## src/rtl/store_pkg.sv

```systemverilog
// Shared definitions for the store merge unit: request size encodings,
// control state enumeration and the read-latency counter width.
package store_pkg;

  // Request size field encodings (11 is reserved and always rejected).
  typedef enum logic [1:0] {
    SZ_BYTE = 2'b00,
    SZ_HALF = 2'b01,
    SZ_WORD = 2'b10,
    SZ_RSVD = 2'b11
  } size_e;

  typedef enum logic [1:0] {
    IDLE  = 2'b00,
    READ  = 2'b01,
    WRITE = 2'b10,
    DONE  = 2'b11
  } state_e;

  // Wide enough to count a read latency of up to 7 cycles.
  localparam int unsigned CNT_W = 3;

endpackage : store_pkg

```

## src/rtl/store_merge_unit_if.sv

```systemverilog
// Pipeline-side store request handshake.
//   master (MEM stage): drives req_valid/req_addr/req_size/req_wdata,
//                       observes req_ready/done/misalign.
//   slave  (store unit): the reverse.
interface store_merge_unit_if #(
  parameter int unsigned ADDR_W = 32
) ();

  logic              req_valid;
  logic              req_ready;
  logic [ADDR_W-1:0] req_addr;
  logic [1:0]        req_size;
  logic [31:0]       req_wdata;
  logic              done;
  logic              misalign;

  modport master (
    output req_valid, req_addr, req_size, req_wdata,
    input  req_ready, done, misalign
  );

  modport slave (
    input  req_valid, req_addr, req_size, req_wdata,
    output req_ready, done, misalign
  );

endinterface : store_merge_unit_if

```

## src/rtl/store_lane_merge.sv

```systemverilog
// Combinational byte-lane merge for stores (little-endian lanes).
//   old_i    : word the untouched lanes are taken from
//   data_i   : store data, low bits used for byte/half
//   off_i    : byte offset addr[1:0]
//   size_i   : request size encoding
//   merged_o : old_i with the selected lane(s) replaced by the store data
//   mask_o   : selected lanes; all-zero marks a misaligned/reserved request
module store_lane_merge
  import store_pkg::*;
(
  input  logic [31:0] old_i,
  input  logic [31:0] data_i,
  input  logic [1:0]  off_i,
  input  logic [1:0]  size_i,
  output logic [31:0] merged_o,
  output logic [3:0]  mask_o
);

  logic [31:0] repl;

  // Lane selection; illegal alignments yield an empty mask.
  always_comb begin
    mask_o = 4'b0000;
    repl   = data_i;
    case (size_i)
      SZ_BYTE: begin
        mask_o = 4'(4'b0001 << off_i);
        repl   = {4{data_i[7:0]}};
      end
      SZ_HALF: begin
        if (!off_i[0]) mask_o = off_i[1] ? 4'b1100 : 4'b0011;
        repl = {2{data_i[15:0]}};
      end
      SZ_WORD: begin
        if (off_i == 2'b00) mask_o = 4'b1111;
      end
      default: mask_o = 4'b0000;
    endcase
  end

  // Replicated data lands in every lane; the mask picks which lanes keep it.
  always_comb begin
    merged_o = old_i;
    for (int i = 0; i < 4; i++) begin
      if (mask_o[i]) merged_o[8*i +: 8] = repl[8*i +: 8];
    end
  end

endmodule : store_lane_merge

```

## src/rtl/store_merge_unit.sv

```systemverilog
// Store merge unit: places SB/SH/SW data into the correct byte lanes of a
// word-addressed data memory. Sub-word stores use read-modify-write unless
// STORE_BYTE_MASK_EN is defined, in which case they write directly with a
// byte-enable mask (extra output mem_be).
//   clk, rst_n : clock, asynchronous active-low reset
//   req        : request handshake (slave modport)
//   mem_addr   : word address, held from accept until back in IDLE
//   mem_rd_en  : one-cycle read strobe; mem_rdata valid RD_LAT cycles later
//   mem_wr_en  : one-cycle write strobe with mem_wdata (and mem_be)
module store_merge_unit
  import store_pkg::*;
#(
  parameter int unsigned ADDR_W = 32,
  parameter int unsigned RD_LAT = 1
) (
  input  logic              clk,
  input  logic              rst_n,
  store_merge_unit_if.slave req,
  output logic [ADDR_W-3:0] mem_addr,
  output logic              mem_rd_en,
  input  logic [31:0]       mem_rdata,
  output logic              mem_wr_en,
  output logic [31:0]       mem_wdata
`ifdef STORE_BYTE_MASK_EN
  ,
  output logic [3:0]        mem_be
`endif
);

  state_e            state_q;
  logic [CNT_W-1:0]  cnt_q;
  logic [1:0]        off_q;
  logic [1:0]        size_q;
  logic [31:0]       data_q;
  logic [ADDR_W-3:0] addr_q;
  logic [31:0]       wdata_q;
  logic              ready_q, done_q, mis_q, rd_q, wr_q;
`ifdef STORE_BYTE_MASK_EN
  logic [3:0]        be_q;
`endif

  logic              idle_c, direct_c;
  logic [31:0]       old_c, dat_c, merged_c;
  logic [1:0]        off_c, siz_c;
  logic [3:0]        mask_c;

  // In IDLE the merger looks at the live request (alignment check and
  // direct writes); in READ it merges latched data into the returned word.
  assign idle_c = (state_q == IDLE);
  assign old_c  = idle_c ? 32'h0 : mem_rdata;
  assign dat_c  = idle_c ? req.req_wdata : data_q;
  assign off_c  = idle_c ? req.req_addr[1:0] : off_q;
  assign siz_c  = idle_c ? req.req_size : size_q;

`ifdef STORE_BYTE_MASK_EN
  assign direct_c = 1'b1;
`else
  assign direct_c = (req.req_size == SZ_WORD);
`endif

  store_lane_merge u_merge (
    .old_i    (old_c),
    .data_i   (dat_c),
    .off_i    (off_c),
    .size_i   (siz_c),
    .merged_o (merged_c),
    .mask_o   (mask_c)
  );

  // Control FSM with registered outputs; strobes default low each cycle.
  always_ff @(posedge clk or negedge rst_n) begin
    if (!rst_n) begin
      state_q <= IDLE;
      cnt_q   <= '0;
      off_q   <= 2'b00;
      size_q  <= 2'b00;
      data_q  <= 32'h0;
      addr_q  <= '0;
      wdata_q <= 32'h0;
      ready_q <= 1'b1;
      done_q  <= 1'b0;
      mis_q   <= 1'b0;
      rd_q    <= 1'b0;
      wr_q    <= 1'b0;
`ifdef STORE_BYTE_MASK_EN
      be_q    <= 4'b0000;
`endif
    end else begin
      rd_q   <= 1'b0;
      wr_q   <= 1'b0;
      done_q <= 1'b0;
      mis_q  <= 1'b0;
      case (state_q)
        IDLE: begin
          if (req.req_valid && ready_q) begin
            ready_q <= 1'b0;
            addr_q  <= req.req_addr[ADDR_W-1:2];
            off_q   <= req.req_addr[1:0];
            size_q  <= req.req_size;
            data_q  <= req.req_wdata;
            if (mask_c == 4'b0000) begin
              state_q <= DONE;
              done_q  <= 1'b1;
              mis_q   <= 1'b1;
            end else if (direct_c) begin
              state_q <= WRITE;
              wr_q    <= 1'b1;
              wdata_q <= merged_c;
`ifdef STORE_BYTE_MASK_EN
              be_q    <= mask_c;
`endif
            end else begin
              state_q <= READ;
              rd_q    <= 1'b1;
              cnt_q   <= '0;
            end
          end
        end
        READ: begin
          // Count starts at 0 in the strobe cycle; data is valid at RD_LAT.
          if (cnt_q == CNT_W'(RD_LAT)) begin
            state_q <= WRITE;
            wr_q    <= 1'b1;
            wdata_q <= merged_c;
          end else begin
            cnt_q <= cnt_q + CNT_W'(1);
          end
        end
        WRITE: begin
          state_q <= DONE;
          done_q  <= 1'b1;
        end
        DONE: begin
          state_q <= IDLE;
          ready_q <= 1'b1;
        end
        default: begin
          state_q <= IDLE;
          ready_q <= 1'b1;
        end
      endcase
    end
  end

  assign req.req_ready = ready_q;
  assign req.done      = done_q;
  assign req.misalign  = mis_q;
  assign mem_addr      = addr_q;
  assign mem_rd_en     = rd_q;
  assign mem_wr_en     = wr_q;
  assign mem_wdata     = wdata_q;
`ifdef STORE_BYTE_MASK_EN
  assign mem_be        = be_q;
`endif

endmodule : store_merge_unit

```

## src/flat_wrapper.sv

```systemverilog
// flat-port wrapper written by rule: the top's interface ports become plain ports
module store_merge_unit_flat import store_pkg::*;
#(
  parameter int unsigned ADDR_W = 32,
  parameter int unsigned RD_LAT = 1
)
  (clk, rst_n, mem_addr, mem_rd_en, mem_rdata, mem_wr_en, mem_wdata, req_req_valid, req_req_addr, req_req_size, req_req_wdata, req_req_ready, req_done, req_misalign);
  store_merge_unit_if #(.ADDR_W(ADDR_W)) req_i ();
  input  logic clk;
  input  logic rst_n;
  output logic [ADDR_W-3:0] mem_addr;
  output logic mem_rd_en;
  input  logic [31:0] mem_rdata;
  output logic mem_wr_en;
  output logic [31:0] mem_wdata;
  input wire logic [$bits(req_i.req_valid)-1:0] req_req_valid;
  input wire logic [$bits(req_i.req_addr)-1:0] req_req_addr;
  input wire logic [$bits(req_i.req_size)-1:0] req_req_size;
  input wire logic [$bits(req_i.req_wdata)-1:0] req_req_wdata;
  output wire logic [$bits(req_i.req_ready)-1:0] req_req_ready;
  output wire logic [$bits(req_i.done)-1:0] req_done;
  output wire logic [$bits(req_i.misalign)-1:0] req_misalign;
  assign req_i.req_valid = req_req_valid;
  assign req_i.req_addr = req_req_addr;
  assign req_i.req_size = req_req_size;
  assign req_i.req_wdata = req_req_wdata;
  assign req_req_ready = req_i.req_ready;
  assign req_done = req_i.done;
  assign req_misalign = req_i.misalign;
  store_merge_unit #(.ADDR_W(ADDR_W), .RD_LAT(RD_LAT)) u_core (.clk(clk), .rst_n(rst_n), .req(req_i), .mem_addr(mem_addr), .mem_rd_en(mem_rd_en), .mem_rdata(mem_rdata), .mem_wr_en(mem_wr_en), .mem_wdata(mem_wdata));
endmodule
```

## config.mk

```make
export PLATFORM = sky130hd
export DESIGN_NAME = store_merge_unit_flat
export DESIGN_NICKNAME = d
export VERILOG_FILES = /design/src/rtl/store_pkg.sv /design/src/rtl/store_merge_unit_if.sv /design/src/rtl/store_lane_merge.sv /design/src/rtl/store_merge_unit.sv /design/src/flat_wrapper.sv
export SDC_FILE = /design/constraint.sdc
export NUM_CORES = 1
export LEC_CHECK = 0
export CORE_AREA = 2 2 132 134
export CTS_BUF_LIST = sky130_fd_sc_hd__clkbuf_8
export DETAILED_ROUTE_END_ITERATION = 12
export DIE_AREA = 0 0 134 136
export PLACE_DENSITY = 0.72
export SETUP_SLACK_MARGIN = 0.15
export SYNTH_ARGS = -nofsm -noshare
export SYNTH_HDL_FRONTEND = slang
export SYNTH_SLANG_ARGS = --single-unit
```

## constraint.sdc

```tcl
create_clock -name clk -period 2.2 [get_ports clk]
set_input_delay 0.33 -clock clk [delete_from_list [all_inputs] [get_ports clk]]
set_output_delay 0.33 -clock clk [all_outputs]
set_load 0.03 [all_outputs]
```

# Word level (Yosys, flattened, before mapping)
# Index checks and enable logic that the tools add are counted.
# W data, S select, Z words.
[word_totals]
out_inout_bits = 67
ff_bits = 108
[classes]
addsub = 1
shift = 1
eq_ne = 13
muxes = 43
reduce_logical = 12
[ops]
columns = ["operator", "count"]
rows = [
  ["$mux W32", 6],
  ["$pmux W32 S2", 2],
  ["$mux W8", 4],
  ["$mux W1", 12],
  ["$mux W2", 6],
  ["$mux W3", 4],
  ["$mux W4", 3],
  ["$pmux W4 S3", 1],
  ["$ne A2 B2 Y1 const B", 5],
  ["$reduce_and A5 Y1", 2],
  ["$eq A2 B2 Y1 const B", 4],
  ["$pmux W2 S4", 1],
  ["$logic_not A2 Y1", 3],
  ["$pmux W1 S2", 3],
  ["$pmux W3 S2", 1],
  ["$reduce_and A2 Y1", 3],
  ["$eq A2 B1 Y1 const B", 2],
  ["$logic_not A4 Y1", 1],
  ["$reduce_bool A2 Y1", 2],
  ["$shl A1 B2 Y4 const A", 1],
  ["$add A3 B1 Y3 const B", 1],
  ["$eq A3 B1 Y1 const B", 1],
  ["$ne A2 B1 Y1 const B", 1],
  ["$logic_and A1 B1 Y1", 1],
]

# Logic depth before layout (Yosys ltp)
# Gate-level depths: netlist of the first run.
[depth]
ltp_word = 10
mapped_depth = 10
depth_no_buf = 7

# Hierarchy
# A second synthesis of the first run with hierarchy kept.
[hier_totals]
cells_unflattened = 436
area_unflattened_um2 = 5850.6
[modules_own_cells]
columns = ["mod", "cells_per_inst", "area_per_inst_um2", "n_inst", "seq_area_each_um2"]
rows = [
  ["store_merge_unit", 343, 4991.0, 1, 2703.8],
  ["store_lane_merge", 93, 859.6, 1, 0.0],
]

# Worst setup path before layout of the first run
# No wires, ideal clock.
[synth_path]
path_kind = "reg2reg"
startpoint = "register u_core.state_q[0]"
endpoint = "register u_core.wdata_q[13] (netlist: u_core.mem_wdata[13])"
arrival_time_ns = 2.151
slack_ns = -0.017
path_stages_with_launch = 9
path_cell_list = "dfrtp_1 -> inv_1 -> ha_1 -> buf_4 -> mux2_2 -> a211o_1 -> buf_6 -> a2111oi_4 -> a221o_1"
[synth_via]
elab_chain_len = 10
[synth_lines]
columns = ["element", "line_no", "text"]
rows = [
  ["start, declared", "store_merge_unit.sv:30", "state_e state_q;"],
  ["start signal, assigned", "store_merge_unit.sv:73", "state_q <= IDLE;"],
  ["start signal, assigned", "store_merge_unit.sv:102", "state_q <= DONE;"],
  ["start signal, assigned", "store_merge_unit.sv:106", "state_q <= WRITE;"],
  ["$logic_not A2 Y1", "store_merge_unit.sv:49, store_merge_unit.sv:93", ""],
  ["$mux W2", "store_merge_unit.sv:52", "assign off_c = idle_c ? req.req_addr[1:0] : off_q;"],
  ["$logic_not A2 Y1 / $mux W4 (equally long branches)", "store_lane_merge.sv:35, store_lane_merge.sv:31", ""],
  ["$mux W4, on equally long branches", "store_lane_merge.sv:35, store_lane_merge.sv:31", ""],
  ["$pmux W4 S3", "store_lane_merge.sv:25", "case (size_i)"],
  ["$mux W8", "store_lane_merge.sv:45", "if (mask_o[i]) merged_o[8*i +: 8] = repl[8*i +: 8];"],
  ["$mux W32", "store_merge_unit.sv:105", "end else if (direct_c) begin"],
  ["$mux W32", "store_merge_unit.sv:101", "if (mask_c == 4'b0000) begin"],
  ["$mux W32", "store_merge_unit.sv:95", "if (req.req_valid && ready_q) begin"],
  ["$pmux W32 S2", "store_merge_unit.sv:93", "case (state_q)"],
  ["end signal, assigned", "store_merge_unit.sv:108", "wdata_q <= merged_c;"],
  ["end signal, assigned", "store_merge_unit.sv:124", "wdata_q <= merged_c;"],
  ["end, declared", "store_merge_unit.sv:36", "logic [31:0] wdata_q;"],
]
# Parallel ways exist; a longest one is shown, timed or not. The select of a mux whose other input is x is not followed.
# A chain may end at the register's enable or synchronous reset.

# Final worst setup path of the first run
[layout_path]
startpoint = "register u_core.state_q[0]"
endpoint = "register u_core.wdata_q[18] (netlist: u_core.mem_wdata[18])"
# Same word-level chain as after synthesis.

==> results of run 1 <==
[flip-flops by register name, indices dropped and copies added (netlist names)]
signal and flops:
u_core.req.req_ready 1, u_core.size_q 2, u_core.req.misalign 1, u_core.state_q 2, u_core.mem_addr 30, u_core.mem_wdata 32
u_core.req.done 1, u_core.off_q 2, u_core.mem_wr_en 1, u_core.mem_rd_en 1, u_core.cnt_q 3, u_core.data_q 32
[Yosys cell counts (all sizes together) (2+ instances only)]
library cell  count  area (um2)
a2111oi           9         135
a211o             2        17.5
a211oi            8        60.1
a21o              3        22.5
a21oi            14        70.1
a221o             8        80.1
a22o              8        70.1
a31oi            10        77.6
and2              2        12.5
buf              21         106
clkbuf           14        52.6
dfrtp           107        2680
ha                6        75.1
inv              12        45.0
mux2             83         935
mux2i            38         388
mux4              8         180
nand2            31         116
nand2b           20         125
nand3b            4        30.0
nor2             15        58.8
nor2b            17         106
nor3              2        10.0
nor3b             8        60.1
o21ai            30         150
o22ai             9        56.3
[what timing repair did]
item / in CTS / in global routing
cloned: 1 / 2
resized for setup: 25 / 29
hold buffers: 1 / 0
endpoints found under the setup margin: 27 / 37
setup buffers: 6 / 12
pin swaps: 2 / 16
hold endpoints to repair: 32 / 0
[power breakdown]
| group | leakage [nW] | total, mW | switching [mW] | internal, mW |
|---|---|---|---|---|
| sequential | 1.34 | 3.54 | 0.637 | 2.90 |
| combinational | 2.20 | 8.44 | 4.24 | 4.21 |
| clock | 0.0984 | 1.32 | 0.776 | 0.545 |
[final timing paths]
| kind | slack [ps] | endpoint | cells past startpoint |
|---|---|---|---|
| hold reg to reg | 490 | u_core.data_q[20] | 2 |
| hold / removal | 420 | u_core.mem_wdata[0] | 2 |
| max in group asynchronous | 1040 | u_core.mem_addr[12] | 3 |
| setup reg to reg | -10 | u_core.mem_wdata[18] | 9 |
| setup / recovery | -10 | u_core.mem_wdata[18] | 9 |
| min in group clk | 490 | u_core.data_q[20] | 2 |
[area by class of cell]
cell class | count | area (um2)
Clock buffer | 9 | 124
Multi-Input combinational cell | 346 | 3110
Timing Repair Buffer | 237 | 2370
Sequential cell | 108 | 2700
Tap cell | 225 | 282
Clock inverter | 7 | 82.6
Fill cell | 1423 | 8170
Inverter | 12 | 45.0
[stage by stage]
step           cells  setup WS (ps)
2_1_floorplan    500            143
3_3_place_gp     906           -147
3_5_place_dp     906           -288
4_1_cts          930           30.6
5_1_grt          944           -101
6_report         944          -12.6
[logic make-up after synthesis]
| family | share of synthesized area |
|---|---|
| fa+ha+maj | 0.0129 |
| flops | 0.464 |
| simple gates | 0.0928 |
| mux | 0.258 |
| xor+xnor | 0.00301 |
| compound gates | 0.134 |
| buf+inv | 0.0350 |
[layer usage]
layer  track usage  vias up
met2         0.330      210
met3        0.0507       38
met4        0.0898        0
met1         0.233     2470
met5             0        -
li1              -     2256
[critical path, stage by stage, from the launching register on]
cell and delay [ps]:
dfrtp_1 410, inv_2 90, ha_4 230, buf_4 140
buf_4 120, mux2i_2 240, and4b_2 310, a31o_4 230
mux2i_1 220, a22o_1 160
==> impl_metrics.ini, run 1 <==
[status]
status = finished, violations left
violations = negative setup slack

[grt]
grt_pass1_vias = 5302
grt_start_max_net_pins = 51
antenna_found_initial = 0
grt_remaining_overflow = 0
grt.total_usage = 0.195
grt_pass1_wl_um = 27600

[clock_network]
cts_tree = yes
insertion_delay_ps = 400
cts_buffer_depth = 2
htreeDepth = 3
cts_root_buf = clkbuf_8
clk_pin_slew_worst_paths_ps = 120
cts_made_buffers = 9
clock-sinks = 108

[timing]
fmax_mhz = 452
final_max_slew_viol_count = 0
hold_violations = 0
rsz0062_at_grt = true
relSlewSlack = 0.651
tns_ps = -43.0
worstMarginPinSlew_ps = 520
fin_skew_ps = 15.6
holdWs_ps = 419
setup_viol = 6
setup_slack_ps = -12.6
fin_crit_sh = 1.01
period_minus_slack_ps = 2210

[place]
port_buffers = 167
dp_hpwl_um = 12800
place_congestion = 0.887
placed_area_mm2 = 0.00810

[route]
drt_iter0_drc = 242
dr_wl_met3_um = 1270
ant_nets = 0
wl_per_cell_um = 19.0
drc = 0
first_pass_iters = 4
maxUsedRoutingLayer = met4
avgViaCountPerCell = 5.27
totalWireLength_um = 18000
wl_met1_um = 7200
wl_met2_um = 9030
vias = 4974

[synthesis]
synth-edff-count = 0
synth_cells = 500
async_reset_ff_frac = 1.00
synthesis.nets = 607
ys_types = 45
yosysWarningCount = 0
synth.avg_cell_area_um2 = 11.6
syn_area_mm2 = 0.00582
ys_seq_area_frac = 0.464
ys_ff_latch = 108
ys.flop_type = dfrtp_1

[setup_path]
arrival_ps = 2560
path_class = flop to flop
end_kind = flop
critPathMaxFanout = 8
worstPathRequired_ps = 2550
r2r-start = u_core.state_q[0]
critPathLaunchType = flop
startpoint = u_core.state_q[0]

[final_layout]
diodes = 0
area_delta_synth_final_pct = 49.5
nets = 821
final_cell_mix = clkdlybuf4s50_1 (166), dfrtp_1 (107), mux2_2 (82)
final_common_cell = clkdlybuf4s50_1
drive_gt1_frac = 0.292
utilization = 0.516
stdcell_area_mm2 = 0.00871

[power]
peakVddDrop_v = 0.000808
p_leak_nw = 3.64
finalPower_mw = 13.3
powerDensity_mw_per_mm2 = 1530

[floorplanning]
rows = 48
ios = 168
die_w_um = 134
start_util = 0.345
core_mm2 = 0.0169
die_area_mm2 = 0.0182
fp.dieH_um = 136

[flow_run]
drv_cap = 0

[hold_path]
hold_path_class = primary input to asynchronous set/reset pin
Note: power is estimated with default switching activity, not from simulation.
==> inputs of run 2 (changes only) <==
--- a/config.mk
+++ b/config.mk
@@ -5,6 +5,7 @@
 export SDC_FILE = /design/constraint.sdc
 export NUM_CORES = 1
 export LEC_CHECK = 0
+export ABC_AREA = 1
 export CORE_AREA = 2 2 132 134
 export CTS_BUF_LIST = sky130_fd_sc_hd__clkbuf_8
 export DETAILED_ROUTE_END_ITERATION = 12
==> run 2 against run 1 <==
Against the previous run:
- the flow now finishes without violations
- non-clock buffer count is 24 lower
- routed wire length is 4.2% lower
- sequential share of layout area is 0.70 points higher
- utilization is 1.1 points lower
- clock skew is 4.6 ps lower
- combinational power is 13% higher
- worst hold slack worse by 4.4 ps
- global-route usage is 0.94 points lower
==> impl_metrics.ini, run 2 <==
[status]
status = finished, final reports clean

[synthesis]
ys_seq_area_frac = 0.469
synth-edff-count = 0
synth.top_cell.area_share = 0.464
syn_area_mm2 = 0.00577
synth.avg_cell_area_um2 = 7.12
synthesis.nets = 918
async_reset_ff_frac = 1.00
yosysWarningCount = 0
yosys.area.top_type = dfrtp_1
ys.flop_type = dfrtp_1
ys_ff_latch = 108
synth_cells = 811
yosysMostFrequentCell = nand2_1
ys_types = 28
synth_common_cells = nand2_1 (375), dfrtp_1 (107), o21ai_0 (75), inv_1 (69), nand3_1 (58)
synthTopCellsByArea = dfrtp_1 (46%), nand2_1 (24%), o21ai_0 (6.5%)

[floorplanning]
core_mm2 = 0.0169
start_util = 0.342
die_w_um = 134
rows = 48
fp.dieH_um = 136
die_area_mm2 = 0.0182
ios = 168

[setup_path]
arrival_ps = 2390
r2r_cells = 14
end_kind = flop
critPathMaxFanout = 8
cp_common_cell = nand2_2
startpoint = u_core.state_q[0]
r2r-start = u_core.state_q[0]
cp-endpoint = u_core.mem_wdata[2]
r2r_slack_ps = 150
critPathLaunchType = flop
r2r_end = u_core.mem_wdata[2]
path_class = flop to flop
critPathMaxStageDelay_ps = 410
crit_slowest_cell = dfrtp_1
worstPathRequired_ps = 2540
crit_chain = inv_2 > ha_4 > buf_6 > nand2_4 > nand2_4 > nand2_2 > nand2_2 > nand2_2 > nor2_4 > nand3_4 > nand2_8 > clkbuf_16 > nand2_1 > nand2_1

[clock_network]
cts_buffer_depth = 2
cts_root_buf = clkbuf_8
cts_tree = yes
cts_made_buffers = 9
clk_pin_slew_worst_paths_ps = 110
htreeDepth = 3
insertion_delay_ps = 390
clock-sinks = 108

[place]
pre_cts_ws_ps = -14.3
dp_hpwl_um = 12300
port_buffers = 167
dp_cells = 1190
place_congestion = 0.889

[hold_path]
hold_path_class = primary input to asynchronous set/reset pin

[route]
wl_per_cell_um = 14.1
avgViaCountPerCell = 4.71
totalWireLength_um = 17200
drc = 0
ant_nets = 0
first_pass_iters = 5
vias = 5761
drt_iter0_drc = 429

[final_layout]
final_cell_mix = nand2_1 (348), clkdlybuf4s50_1 (166), dfrtp_1 (107)
drive_gt1_frac = 0.120
nFillCells = 1569
diodes = 0
area_delta_synth_final_pct = 47.6
final_cells = 1224
final_common_cell = nand2_1
nets = 1101

[timing]
rsz0062_at_grt = true
fin_skew_ps = 10.9
tns_ps = 0
hold_violations = 0
setup_slack_ps = 152
final_max_slew_viol_count = 0
fmax_mhz = 488
holdWs_ps = 415
relSlewSlack = 0.695
worstMarginPinSlew_ps = 453
setup_viol = 0
fin_crit_sh = 0.931
period_minus_slack_ps = 2050

[grt]
grt_remaining_overflow = 0
antenna_found_initial = 1
grt_pass1_wl_um = 26900
grt_start_max_net_pins = 68
grt_pass1_vias = 5419
grt.total_usage = 0.185

[power]
p_leak_nw = 4.23
powerDensity_mw_per_mm2 = 1690
finalPower_mw = 14.4
peakVddDrop_v = 0.000778

[flow_run]
drv_cap = 0
run 2: power by group:
| group | switching (mW) | total [mW] | internal [mW] |
|---|---|---|---|
| clock network | 0.728 | 1.49 | 0.762 |
| logic | 5.74 | 9.53 | 3.79 |
| registers | 0.446 | 3.35 | 2.91 |
run 2: worst max-delay path, delay by kind of cell (launching register included):
kind                       cells  cell delay, ps
and+or+nand+nor               10             980
buffers and inverters          3             380
DFF                            1             410
adders and majority gates      1             220
run 2: final cells by class:
| type | instances | area, um2 | area share |
|---|---|---|---|
| multi-input cells | 590 | 2780 | 0.326 |
| well taps | 225 | 282 | 0.0331 |
| inverters | 72 | 278 | 0.0326 |
| repair buffers | 213 | 2230 | 0.262 |
| clock inverters | 7 | 120 | 0.0141 |
| flip-flops and latches | 108 | 2700 | 0.317 |
| clock buffers | 9 | 124 | 0.0145 |
run 2: metrics by stage:
stage,util,cell area (um2)
after global routing,0.505,8520
after global placement,0.463,7810
after detailed placement,0.463,7810
final,0.505,8520
after floorplan,-,5770
after CTS,0.484,8160
run 2: cells by family (layout without fill, tap and decap cells):
group                      after synthesis  count (layout)  share of synthesized area
and+or+nand+nor                        493             493                      0.349
AOI/OAI and AO/OA                       90              90                     0.0826
adders and majority gates                6               6                     0.0130
DFF                                    108             108                      0.469
buffers and inverters                  113             301                     0.0850
xor gates and xnor gates                 1               1                    0.00152
run 2: worst min-delay path by stage:
| stage | slack [ps] | depth (start not counted) | to | from |
|---|---|---|---|---|
| floorplan | 30 | 0 | u_core.cnt_q[0] | rst_n |
| global placement | 310 | 1 | u_core.mem_addr[25] | rst_n |
| detailed placement | 310 | 1 | u_core.mem_addr[22] | rst_n |
| CTS | 420 | 2 | u_core.mem_addr[14] | rst_n |
| global route | 450 | 3 | u_core.mem_addr[7] | req_req_addr[9] |
| finish | 410 | 2 | u_core.mem_addr[22] | rst_n |
run 2: timing repair:
action                                 CTS  global route
resized for setup                        7            62
hold buffers                             1             0
setup buffers                            6             4
endpoints found under the hold margin   30             0
setup endpoints to repair               57            38
pin swaps                                4            14
cloned                                   1             6
run 2: layer usage:
| metal | GRT usage | vias up | routed length, um | share of wire |
|---|---|---|---|---|
| li1 | - | 2893 | - | - |
| met1 | 0.237 | 2589 | 7210 | 0.42 |
| met2 | 0.293 | 245 | 8030 | 0.47 |
| met3 | 0.0582 | 32 | 1580 | 0.092 |
| met4 | 0.0727 | 2 | 373 | 0.022 |
| met5 | 0 | - | 11 | 0.00064 |
==> RTL edit (settings of run 1) <==
Set the package constant `CNT_W` to 5 (it was 3).
--- a/src/rtl/store_pkg.sv
+++ b/src/rtl/store_pkg.sv
@@ -18,7 +18,7 @@
   } state_e;
 
   // Wide enough to count a read latency of up to 7 cycles.
-  localparam int unsigned CNT_W = 3;
+  localparam int unsigned CNT_W = 5;
 
 endpackage : store_pkg
 
Check against the original RTL: same outputs for any inputs over 4 cycles, from zero or initial values and one cycle with rst_n low; that may be too few to reach the edited logic, so the function may still have changed.
==> RTL edit against run 1 <==
The flow still finishes with violations (setup timing); critical path depth grew 1; worst setup slack lost 0.15 ns; synthesized area grew 2.4%; sequential power grew 8.8%; utilization grew 4.9 points; wire length grew 16%; sequential cell count grew 2; total power grew 24%; cell area grew 9.5%.
==> RTL edit: results <==
export IMPL_clk_latency_ns=0.39
export IMPL_cp_data_arrival_time_ns=2.65
export IMPL_p_int_w=0.00942
export IMPL_power_leakage_nw=3.87
export IMPL_synth_cell_types=48
export IMPL_ys_warn_count=0
export IMPL_grt_pass1_wl_um=30900
export IMPL_violations="setup timing"
export IMPL_placed_cell_area_um2=8290
export IMPL_cts_root_buffer="clkbuf_8"
export IMPL_fin_hold_ws_ns=0.372
export IMPL_synthTopCellsByArea="dfrtp_1, mux2_2, mux4_2"
export IMPL_synth_fp_nets=614
export IMPL_peakVddDrop_v=0.000698
export IMPL_place_ws_ns=-0.256
export IMPL_viasPerCell=5.66
export IMPL_ctsResizeCount=74
export IMPL_startpoint="u_core.state_q[1]$_DFFE_PN0P_"
export IMPL_setup_viol=37
export IMPL_setup_ws_ns=-0.167
export IMPL_synthTopCellsByCount="dfrtp_1, mux2_2, nand2_1"
export IMPL_p_clk_share_pct=8.2
export IMPL_cts_setup_buffers=23
export IMPL_slew_headroom_pct=71.1
export IMPL_drive_gt1_share_pct=41.0
export IMPL_outcome="finished with violations"
export IMPL_wl_per_cell_um=21.4
export IMPL_place_hpwl_um=13400
export IMPL_reg2reg_slack_ns=-0.17
export IMPL_skew_ns=0.0180
export IMPL_track_usage_pct=21.9
export IMPL_ys_seq_area_share_pct=46.2
export IMPL_syn_area_um2=5970
export IMPL_antenna_cells=0
export IMPL_drtPass1Iterations=5
export IMPL_final_setup_tns_ns=-4.00
export IMPL_dp_cells=923
export IMPL_ff2ff_path_depth=10
export IMPL_drtIter0Drc=421
export IMPL_fin_cells=978
export IMPL_grt_pass1_vias=5750
export IMPL_final_nets=855
export IMPL_cts_buffers=9
export IMPL_powerComb_w=0.0113
export IMPL_grt_max_degree=70
export IMPL_syn_avg_cell_area_um2=11.8
export IMPL_reg2reg_to="u_core.mem_wdata[5]$_DFFE_PN0P_"
## RTL edit: cell types whose count changed in the layout (fill, tap and decap cells not counted), sizes merged, moves of 9 or more
cell    delta
o21ai     -26
mux2i     -25
buf       +23
nor3      +22
mux2      +18
nand2b    -18
nor2b     -16
or3b      +16
a21oi     +15
a31oi     +14
nand2     +13
o22ai      +9
## RTL edit: critical path, cell delays in order (launching register included)
cell and delay [ns]:
dfrtp_1 0.42, inv_2 0.10, ha_4 0.16, buf_12 0.12, mux2i_4 0.27, buf_6 0.15
o21ai_4 0.09, a211oi_4 0.27, or2_4 0.22, buf_12 0.16, mux2_4 0.30
## RTL edit: metrics by stage
stage	util, %	total power, W
after floorplan	-	0.00936
after global placement	49.1	0.0123
after detailed placement	49.1	0.0126
after CTS	53.8	0.0155
after global routing	56.5	0.0173
final	56.5	0.0165
## RTL edit: cell type report
cell class | count | area, um2
fill | 1304 | 7340
multi-input combinational | 358 | 3560
sequential | 110 | 2750
timing repair buffer | 261 | 2690
tap | 225 | 282
clock buffer | 11 | 151
clock inverter | 5 | 63.8
inverter | 8 | 30.0
## RTL edit: kinds of logic after synthesis
kind of cell	count (synthesis)	synth area share, %
buffers and inverters	41	3.36
multiplexers	130	27.9
flip-flops	110	46.2
AND/OR/NAND/NOR	121	10.3
XOR/XNOR	1	0.147
adder cells (fa/ha/maj)	6	1.26
AO/OA/AOI/OAI	98	10.9
## RTL edit: layer usage
metal	track usage [%]	wire length, um	share of wire (%)	up-vias
met5	0	0	0	-
met4	11.0	842	4.0	0
met3	5.37	1740	8.3	74
met2	36.4	10300	49	314
met1	26.6	8030	38	2758
li1	-	-	-	2394
